[src/rtl/uart_pkg.sv]
// Shared types and constants for the UART receive path.
// Also provides the baud-tick arithmetic used to size the bit and half-bit periods.
package uart_pkg;

    // 16 bits covers BIT_TICKS down to roughly 800 baud at a 50 MHz clock.
    localparam int TIMER_W = 16;

    typedef logic [TIMER_W-1:0] timer_t;

    typedef enum logic [2:0] {
        IDLE,
        START,
        DATA,
        PARITY,
        STOP,
        WAIT_IDLE
    } rx_state_t;

    localparam logic TRUE  = 1'b1;
    localparam logic FALSE = 1'b0;

    // Clocks per bit, or per half bit when i_half is set; integer division throughout.
    function automatic timer_t baud_ticks(input int unsigned i_clk_freq,
                                          input int unsigned i_baud,
                                          input logic        i_half);
        int unsigned bit_ticks;
        bit_ticks = i_clk_freq / i_baud;
        return i_half ? timer_t'(bit_ticks / 2) : timer_t'(bit_ticks);
    endfunction

endpackage

[src/rtl/uart_rx_counter.sv]
// Baud timer: counts up while enabled, pulses o_ovf on the last count of an
// i_limit-cycle period and wraps to zero; held at zero while disabled.
module uart_rx_counter
    import uart_pkg::*;
(
    input  logic               clk,
    input  logic               rst,
    input  logic               i_enable,
    input  logic [TIMER_W-1:0] i_limit,
    output logic [TIMER_W-1:0] o_count,
    output logic               o_ovf
);

    logic [TIMER_W-1:0] r_count;

    assign o_ovf   = i_enable && (r_count == i_limit - TIMER_W'(1));
    assign o_count = r_count;

    // NOTE: state registers use non-blocking assignments and the async reset
    // sits in the sensitivity list so it acts without waiting for a clock.
    always_ff @(posedge clk or negedge rst) begin
        if (!rst) begin
            r_count <= '0;
        end else if (!i_enable || o_ovf) begin
            r_count <= '0;
        end else begin
            r_count <= r_count + TIMER_W'(1);
        end
    end

endmodule

[src/rtl/uart_rx.sv]
// UART receiver: 2-flop line synchronizer, mid-bit sampling FSM, optional even
// parity; each word is delivered with a one-cycle rx_valid plus error flags.
module uart_rx
    import uart_pkg::*;
#(
    parameter int CLK_FREQ   = 50000000,
    parameter int BAUD       = 115200,
    parameter int DATA_WIDTH = 8,
    parameter int PARITY_EN  = 1
) (
    input  logic                  clk,
    input  logic                  rst,
    input  logic                  rx,
    output logic [DATA_WIDTH-1:0] rx_data,
    output logic                  rx_valid,
    output logic                  parity_err,
    output logic                  frame_err,
    output logic                  busy
);

    localparam logic [TIMER_W-1:0] BIT_TICKS  = baud_ticks(CLK_FREQ, BAUD, FALSE);
    localparam logic [TIMER_W-1:0] HALF_TICKS = baud_ticks(CLK_FREQ, BAUD, TRUE);
    localparam logic [3:0]         LAST_IDX   = 4'(DATA_WIDTH - 1);

    logic                  r_rx_meta;
    logic                  r_rx_s;
    rx_state_t             r_state;
    logic [DATA_WIDTH-1:0] r_shift;
    logic [3:0]            r_bit_idx;
    logic                  r_par_err;

    logic                  w_timer_en;
    logic                  w_ovf;
    logic [TIMER_W-1:0]    w_timer_limit;
    logic [TIMER_W-1:0]    w_timer_count_unused;

    // NOTE: both synchronizer flops reset to 1 so the idle-high line is not
    // mistaken for a start bit while the flops fill after reset.
    always_ff @(posedge clk or negedge rst) begin
        if (!rst) begin
            r_rx_meta <= 1'b1;
            r_rx_s    <= 1'b1;
        end else begin
            r_rx_meta <= rx;
            r_rx_s    <= r_rx_meta;
        end
    end

    // The timer runs continuously from the start bit to the stop sample, so
    // switching from the half-bit to the full-bit period keeps samples centred.
    assign w_timer_en    = (r_state == START) || (r_state == DATA) ||
                           (r_state == PARITY) || (r_state == STOP);
    assign w_timer_limit = (r_state == START) ? HALF_TICKS : BIT_TICKS;
    assign busy          = (r_state != IDLE);

    uart_rx_counter u_baud_timer (
        .clk      (clk),
        .rst      (rst),
        .i_enable (w_timer_en),
        .i_limit  (w_timer_limit),
        .o_count  (w_timer_count_unused),
        .o_ovf    (w_ovf)
    );

    always_ff @(posedge clk or negedge rst) begin
        if (!rst) begin
            r_state    <= IDLE;
            r_shift    <= '0;
            r_bit_idx  <= '0;
            r_par_err  <= FALSE;
            rx_data    <= '0;
            rx_valid   <= FALSE;
            parity_err <= FALSE;
            frame_err  <= FALSE;
        end else begin
            rx_valid <= FALSE;
            case (r_state)
                IDLE: begin
                    if (!r_rx_s) r_state <= START;
                end
                START: begin
                    if (w_ovf) begin
                        if (r_rx_s) begin
                            r_state <= IDLE;
                        end else begin
                            r_state   <= DATA;
                            r_bit_idx <= '0;
                        end
                    end
                end
                DATA: begin
                    if (w_ovf) begin
                        r_shift   <= {r_rx_s, r_shift[DATA_WIDTH-1:1]};
                        r_bit_idx <= r_bit_idx + 4'd1;
                        if (r_bit_idx == LAST_IDX) begin
                            r_state <= (PARITY_EN != 0) ? PARITY : STOP;
                        end
                    end
                end
                PARITY: begin
                    if (w_ovf) begin
                        r_par_err <= (^r_shift) ^ r_rx_s;
                        r_state   <= STOP;
                    end
                end
                STOP: begin
                    // Error frames still strobe; the consumer qualifies on the flags.
                    if (w_ovf) begin
                        rx_valid   <= TRUE;
                        rx_data    <= r_shift;
                        parity_err <= (PARITY_EN != 0) ? r_par_err : FALSE;
                        frame_err  <= !r_rx_s;
                        r_state    <= r_rx_s ? IDLE : WAIT_IDLE;
                    end
                end
                WAIT_IDLE: begin
                    // A held-low line (break) must go high before a new start is armed.
                    if (r_rx_s) r_state <= IDLE;
                end
                default: begin
                    r_state <= IDLE;
                end
            endcase
        end
    end

endmodule

[config.mk]
export PLATFORM = sky130hd
export DESIGN_NAME = uart_rx
export DESIGN_NICKNAME = d
export VERILOG_FILES = /design/src/rtl/uart_pkg.sv /design/src/rtl/uart_rx_counter.sv /design/src/rtl/uart_rx.sv
export SDC_FILE = /design/constraint.sdc
export NUM_CORES = 1
export LEC_CHECK = 0
export ABC_AREA = 0
export CORE_AREA = 2 2 68 70
export CTS_CLUSTER_DIAMETER = 40
export DETAILED_ROUTE_END_ITERATION = 8
export DIE_AREA = 0 0 70 72
export PLACE_DENSITY = 0.68
export SETUP_SLACK_MARGIN = 0.05
export SLEW_MARGIN = 20
export SYNTH_ARGS = -nofsm -noshare
export SYNTH_HDL_FRONTEND = slang
export SYNTH_SLANG_ARGS = --single-unit
[constraint.sdc]
create_clock -name clk -period 2.2 [get_ports clk]
set_input_delay 0.66 -clock clk [delete_from_list [all_inputs] [get_ports clk]]
set_output_delay 0.66 -clock clk [all_outputs]
set_load 0.01 [all_outputs]
# Word level (Yosys, flattened, before mapping)
# Index checks and enable logic that the tools add are counted.
# W data, S select, Z words.
totals:
  ff_bits: 45
  latch_bits: 0
  ramBits: 0
  mem_bits_ro: 0
  out_inout_bits: 12
  elab_cells: 64
  n_memories: 0
op_classes:
  addsub: 3
  multipliers: 0
  n_div: 0
  order_cmp: 0
  n_eq_ne: 15
  shift: 0
  n_mux: 18
  bitwise_logic: 1
  n_reduce_logical: 16
op_table:
  columns: ["operator", "n"]
  rows:
  - ["$mux W3", 8]
  - ["$pmux W3 S6", 1]
  - ["$add A16 B1 Y16 const B", 1]
  - ["$eq A16 B16 Y1", 1]
  - ["$mux W16", 1]
  - ["$mux W4", 3]
  - ["$ne A2 B1 Y1 const B", 5]
  - ["$sub A9 B1 Y10 const B", 1]
  - ["$mux W9", 1]
  - ["$pmux W4 S2", 1]
  - ["$reduce_xor A8 Y1", 1]
  - ["$reduce_and A7 Y1", 1]
  - ["$eq A3 B2 Y1 const B", 2]
  - ["$eq A3 B3 Y1 const B", 2]
  - ["$ne A2 B2 Y1 const B", 3]
  - ["$reduce_and A2 Y1", 3]
  - ["$add A4 B1 Y4 const B", 1]
  - ["$eq A4 B3 Y1 const B", 1]
  - ["$logic_or A1 B1 Y1", 4]
  - ["$reduce_and A4 Y1", 1]
  - ["$eq A3 B1 Y1 const B", 1]
  - ["$logic_not A3 Y1", 1]
  - ["$reduce_bool A3 Y1", 1]
  - ["$logic_not A1 Y1", 2]
  - ["5 further kinds", 6]

# Longest topological paths before layout
logic_depth:
  word_depth: 7
  depth_mapped: 8

# Modules after synthesis
# From an unflattened synthesis, not the netlist that was laid out.
unflattened:
  cells_unflattened: 303
  area_unflattened_um2: 2743.9
modules_own_cells:
  columns: ["mod", "instances", "cells_per_inst", "area_each_um2", "seq_area_each_um2"]
  rows:
  - ["uart_rx_counter", 1, 169, 1456.4, 400.4]
  - ["uart_rx", 1, 134, 1287.5, 728.2]

# Worst setup path before layout
# Ideal clock, no wire load.
synth_path:
  path_type: "reg-to-reg"
  start: "register r_state[0]"
  end: "register rx_data[0]"
  setup_ns: 0.125
  arrival_time_ns: 1.940
  t_required_ns: 2.075
  slack_ns: 0.135
  stages_incl_launch_ff: 8
  path_buffers: 2
  synth_period_minus_slack_ns: 2.065
  cell_sequence: "dfrtp_1 -> buf_6 -> nor3b_1 -> nand4b_1 -> a211o_1 -> nor4b_4 -> buf_6 -> mux2_4"
synth_between:
  elab_chain_cells: 6
  elab_cells_between_ends: 12
  cone_classes: "1 x add/sub; 5 x eq/ne; 1 x mux; 5 x reduce/logical"
synth_lines:
  columns: ["element", "line_no", "text"]
  rows:
  - ["from (decl)", "uart_rx.sv:27", "rx_state_t r_state;"]
  - ["from (signal assigned)", "uart_rx.sv:96", "r_state <= (PARITY_EN != 0) ? PARITY : STOP;"]
  - ["from (signal assigned)", "uart_rx.sv:113", "r_state <= r_rx_s ? IDLE : WAIT_IDLE;"]
  - ["$eq A3 B1 Y1 or $eq A3 B2 Y1 (tied branches)", "uart_rx.sv:51, uart_rx.sv:53", null]
  - ["$mux W9 or $logic_or A1 B1 Y1 (tied branches)", "uart_rx.sv:53, uart_rx.sv:51", null]
  - ["$sub A9 B1 Y10 or $logic_or A1 B1 Y1 (tied branches)", "uart_rx_counter.sv:16, uart_rx.sv:51", null]
  - ["$eq A16 B16 Y1 or $logic_or A1 B1 Y1 (tied branches)", "uart_rx_counter.sv:16, uart_rx.sv:52", null]
  - ["$logic_and A1 B1 Y1", "uart_rx_counter.sv:16", "assign o_ovf = i_enable && (r_count == i_limit - TIMER_W'(1));"]
  - ["$reduce_and A2 Y1 (no source line) (*)", null, null]
  - ["to (signal assigned)", "uart_rx.sv:110", "rx_data <= r_shift;"]
  - ["to (decl)", "uart_rx.sv:14", "output logic [DATA_WIDTH-1:0] rx_data,"]
# Every way passes the cells marked *; elsewhere a longest branch is shown, timed or not.
# A chain may end at the register's enable or synchronous reset.

# Final worst setup path
layout_path:
  start: "register r_state[1]"
  end: "output busy"
layout_between:
  elab_chain_cells: 1
layout_lines:
  columns: ["element", "line_no", "text"]
  rows:
  - ["$reduce_bool A3 Y1", "uart_rx.sv:54", "assign busy = (r_state != IDLE);"]
  - ["to (decl)", "uart_rx.sv:18", "output logic busy"]
# Every way passes these cells.

==> summary by stage <==
Yosys
After Yosys synthesis, full adders, half adders and majority gates account for 1.17% of the synthesized area. Of the total synthesized cell area, the portion taken by AND, OR, NAND and NOR gates is 16.1%. The mean area per synthesized cell is 11.9 um^2. In the post-synthesis netlist, the biggest area contributors are sky130_fd_sc_hd__dfrtp_1 (50%), sky130_fd_sc_hd__mux2_2 (5.8%), sky130_fd_sc_hd__mux2_4 (5.6%). Summing the areas of all compound-gate instances in the mapped netlist gives 5.44% of the synthesized area. After Yosys synthesis, XOR and XNOR cells account for 9.01% of the synthesized area. Among all cell types in the netlist, the one instantiated most often is sky130_fd_sc_hd__dfrtp_1. Counting every instance in the synthesized netlist gives 180. The fraction of synthesized cell area taken by the top area cell type is 50.3%. Synthesis instantiated 38 different standard cells from the library. The share of the Yosys chip area taken by registers is 52.7%. The multiplexer area fraction after synthesis is 12.3%. The most area-hungry cell type in the Yosys netlist is sky130_fd_sc_hd__dfrtp_1. After synthesis, the largest family of logic cells by area is simple AND/OR/NAND/NOR gates.

The number of synthesized register bits is 45. The Yosys step of the flow raised 0 warnings. Among all flip-flop cells after synthesis, the most frequent one is sky130_fd_sc_hd__dfrtp_1. The number of nets in the synthesized netlist is 185. The proportion of synthesized flip-flops having asynchronous set or reset is 100%.

Counting instances in the post-synthesis netlist gives the leading cell types as sky130_fd_sc_hd__dfrtp_1 (43), sky130_fd_sc_hd__nor2_1 (24), sky130_fd_sc_hd__xnor2_1 (13). Counting flops with a built-in enable in the synthesized netlist gives 0. Summing every instance area after synthesis gives 2140 um^2.

Min path
The worst hold path belongs to the class in -> async.

Route
The routed via count is 1,394. The final routed wire length divided by cell count is 14.4 um. The average vias per placed instance is 5.28. Wires add up to 3.80 mm. The count of nets left with antenna violations once routing finished came out at 0. For this run, the detailed router's first-pass iteration total came to 6. The remaining design rule violation count is 0. After the first detailed-routing iteration, the DRC count stood at 38.

Timing
Setup repair after global routing could not meet its margin everywhere. For the pin with the worst max-slew slack, the measured transition is 0.379 ns. The worst slew margin relative to its limit is 74.8%. The number of hold violations in the final report is 0. The setup slack of the critical path after layout is 0.147 ns. For this run, the top clock speed supported by timing is 0.487 GHz.

The count of final max-slew check failures is 0. The shortest clock period the worst path allows after layout is 2.05 ns. Adding up every negative setup slack in the final design gives 0 ns. Hold timing on the final database bottoms out at a slack of 0.273 ns. Setup violations remaining at the end of the flow were counted as 0. The share of the clock period used by the worst path after layout is 93.3%.

The worst clock skew is 0.00426 ns.

Final layout
The number of nets in the layout is 216. After filler insertion, the fill cell instance count of the layout stands at 352. The area growth from synthesis to layout is 19.4%. 0 antenna diodes ended up in the layout. Cells with a size suffix above 1 make up 25.5% of the layout.

Clocking
The clock reaches the later pin of the worst-skew pair after 0.30 ns. In this run the deepest clock path goes through 2 buffers. The clock tree from TritonCTS is built. The clock net in this run drives a total of 45 sinks. The maximum level of the CTS H-tree is 2. The cell at the root of the clock tree is sky130_fd_sc_hd__clkbuf_8. Clock-pin slew was measured on the worst setup and hold paths at 0.08 ns. Buffers inserted during clock tree synthesis total 5.

Critical path
The startpoint identified for the worst register-to-register timing path is u_baud_timer.o_count[3]$_DFF_PN0_. Data on the critical path arrives at its endpoint at 1.39 ns. At the worst endpoint, the required time is 1.54 ns. The number of cells on the worst reg-to-reg path is 6. The type of element capturing the critical path is an output port. The signal on the critical path passes through buf_4 > or3_1 > buf_2. In this run the worst setup path begins at r_state[1]$_DFFE_PN0P_. In this run the critical register-to-register path is captured at parity_err$_DFFE_PN0P_.

The largest stage delay on the critical path is 0.39 ns. The worst setup slack for register-to-register paths is 0.15 ns. In this run the worst path has a maximum fanout of 10. The critical path launch point type is a flop.

The highest-delay cell along the critical path is sky130_fd_sc_hd__dfrtp_1. The critical path in this run is classified as reg -> out.

Global routing
The maximum number of pins on one net before global-route repair is 19. The initial antenna violation count is 0. The first-pass GRT wire length is 6.51 mm. After global routing the overflow that remains totals 0. Global routing used 16.6% of the available tracks. The number of global-route vias before repair is 1,456.

Place
The wire-length estimate of the detail-placed layout is 2.75 mm. Timing analysis after detailed placement gives a worst setup slack of 0.0118 ns. The count of buffers inserted at the top-level ports is 14.

The final estimated routing congestion in global placement is 0.767.

Pwr
The highest ir drop seen on vdd is 389 uV. The leakage power figure is 0.00116 uW. In this run the power density over the cells is 584 nW/um^2.

Floorplan
The initial core utilization is 50.2%. In this run the core area contains 24 standard-cell rows. The floorplan step defined a die boundary enclosing 5040 um^2. The floorplan core area is 4260 um^2. The die is 72 um tall. The die span in x is 70 um.

The boundary pin count is 15.

Job
The max-capacitance violation count is 0.

Status
The run finished with clean final reports.
## cells by family (layout without fill, tap and decap cells)
kind of cell | Yosys count | after routing
XOR/XNOR | 22 | 22
buffers and inverters | 11 | 43
AND/OR/NAND/NOR | 63 | 63
AO/OA/AOI/OAI | 16 | 16
adder cells (fa/ha/maj) | 2 | 2
multiplexers | 21 | 21
flip-flops | 45 | 45
## sequential cells by signal, indices dropped and copies added, names as in the netlist
register and cells:
r_shift 8, u_baud_timer.o_count 16, parity_err 1, r_rx_meta 1, r_rx_s 1, rx_data 8, rx_valid 1, r_bit_idx 4
frame_err 1, r_state 3, r_par_err 1
## layer usage
| metal | track usage [%] | wire, um |
|---|---|---|
| met4 | 8.12 | 63 |
| met3 | 4.03 | 123 |
| met5 | 0 | 0 |
| met1 | 18.5 | 1620 |
| met2 | 29.7 | 2000 |
## report_power, final
group,switching (uW),internal [uW],total [uW]
sequential,2.09,830,832
clock,264,370,634
combinational,18.2,7.46,25.7
total,285,1210,1490
## critical path: cells and delay by family, from the launching register on
kind | cells | cell delay (ns)
flip-flops | 1 | 0.39
AND/OR/NAND/NOR | 1 | 0.39
buffers and inverters | 2 | 0.32
## worst max-delay path by stage
stage | to | slack [ns] | depth (start not counted)
after floorplan | rx_data[0]$_DFFE_PN0P_ | 0.13 | 7
final | busy | 0.15 | 3
after global placement | parity_err$_DFFE_PN0P_ | 0.05 | 6
after global routing | parity_err$_DFFE_PN0P_ | 0.05 | 6
after detailed placement | parity_err$_DFFE_PN0P_ | 0.01 | 6
after CTS | parity_err$_DFFE_PN0P_ | 0.07 | 6
## layout make-up
| class | count | area, um^2 | share of cell area, % |
|---|---|---|---|
| clock buffer | 7 | 86.3 | 3.38 |
| timing repair buffer | 31 | 262 | 10.2 |
| inverter | 4 | 15.0 | 0.588 |
| multi-input combinational | 124 | 967 | 37.9 |
| sequential | 45 | 1130 | 44.2 |
| tap | 52 | 65.1 | 2.55 |
| clock inverter | 1 | 30.0 | 1.18 |
## metrics by stage
step	total power [uW]	std cells	instance area, um^2	util (%)
finish	1490	264	2550	59.9
global placement	874	255	2410	56.4
global route	1560	264	2550	59.9
CTS	1520	263	2530	59.4
detailed placement	875	255	2410	56.4
floorplan	852	180	2140	-
## cell usage in the layout (no fill, tap or decap), drive strengths merged
cell | synthesis | routed
a2111o | 1 | 1
a211o | 1 | 1
a21boi | 2 | 2
a21oi | 1 | 1
a22o | 3 | 3
a2bb2oi | 1 | 1
and3 | 2 | 2
and4 | 2 | 2
buf | 5 | 19
bufinv | 0 | 1
clkbuf | 2 | 7
clkdlybuf4s50 | 0 | 12
dfrtp | 43 | 43
dfstp | 2 | 2
ha | 2 | 2
inv | 4 | 4
mux2 | 19 | 19
mux2i | 2 | 2
nand2 | 4 | 4
nand2b | 4 | 4
nand3 | 8 | 8
nand4 | 5 | 5
nand4b | 1 | 1
nor2 | 24 | 24
nor2b | 1 | 1
nor3 | 3 | 3
nor3b | 2 | 2
nor4 | 2 | 2
nor4b | 1 | 1
o21ai | 5 | 5
o21bai | 1 | 1
o41ai | 1 | 1
or3 | 3 | 3
or4 | 1 | 1
xnor2 | 13 | 13
xor2 | 9 | 9
## what timing repair did
item                                   4_1_cts  5_1_grt
pin swaps                                    1        3
setup endpoints to repair                    6       16
hold buffers                                 0        0
resized for setup                            7        3
endpoints found under the hold margin        0        0
setup buffers                                0        1
No activity file was read; power rests on OpenSTA's default activity.
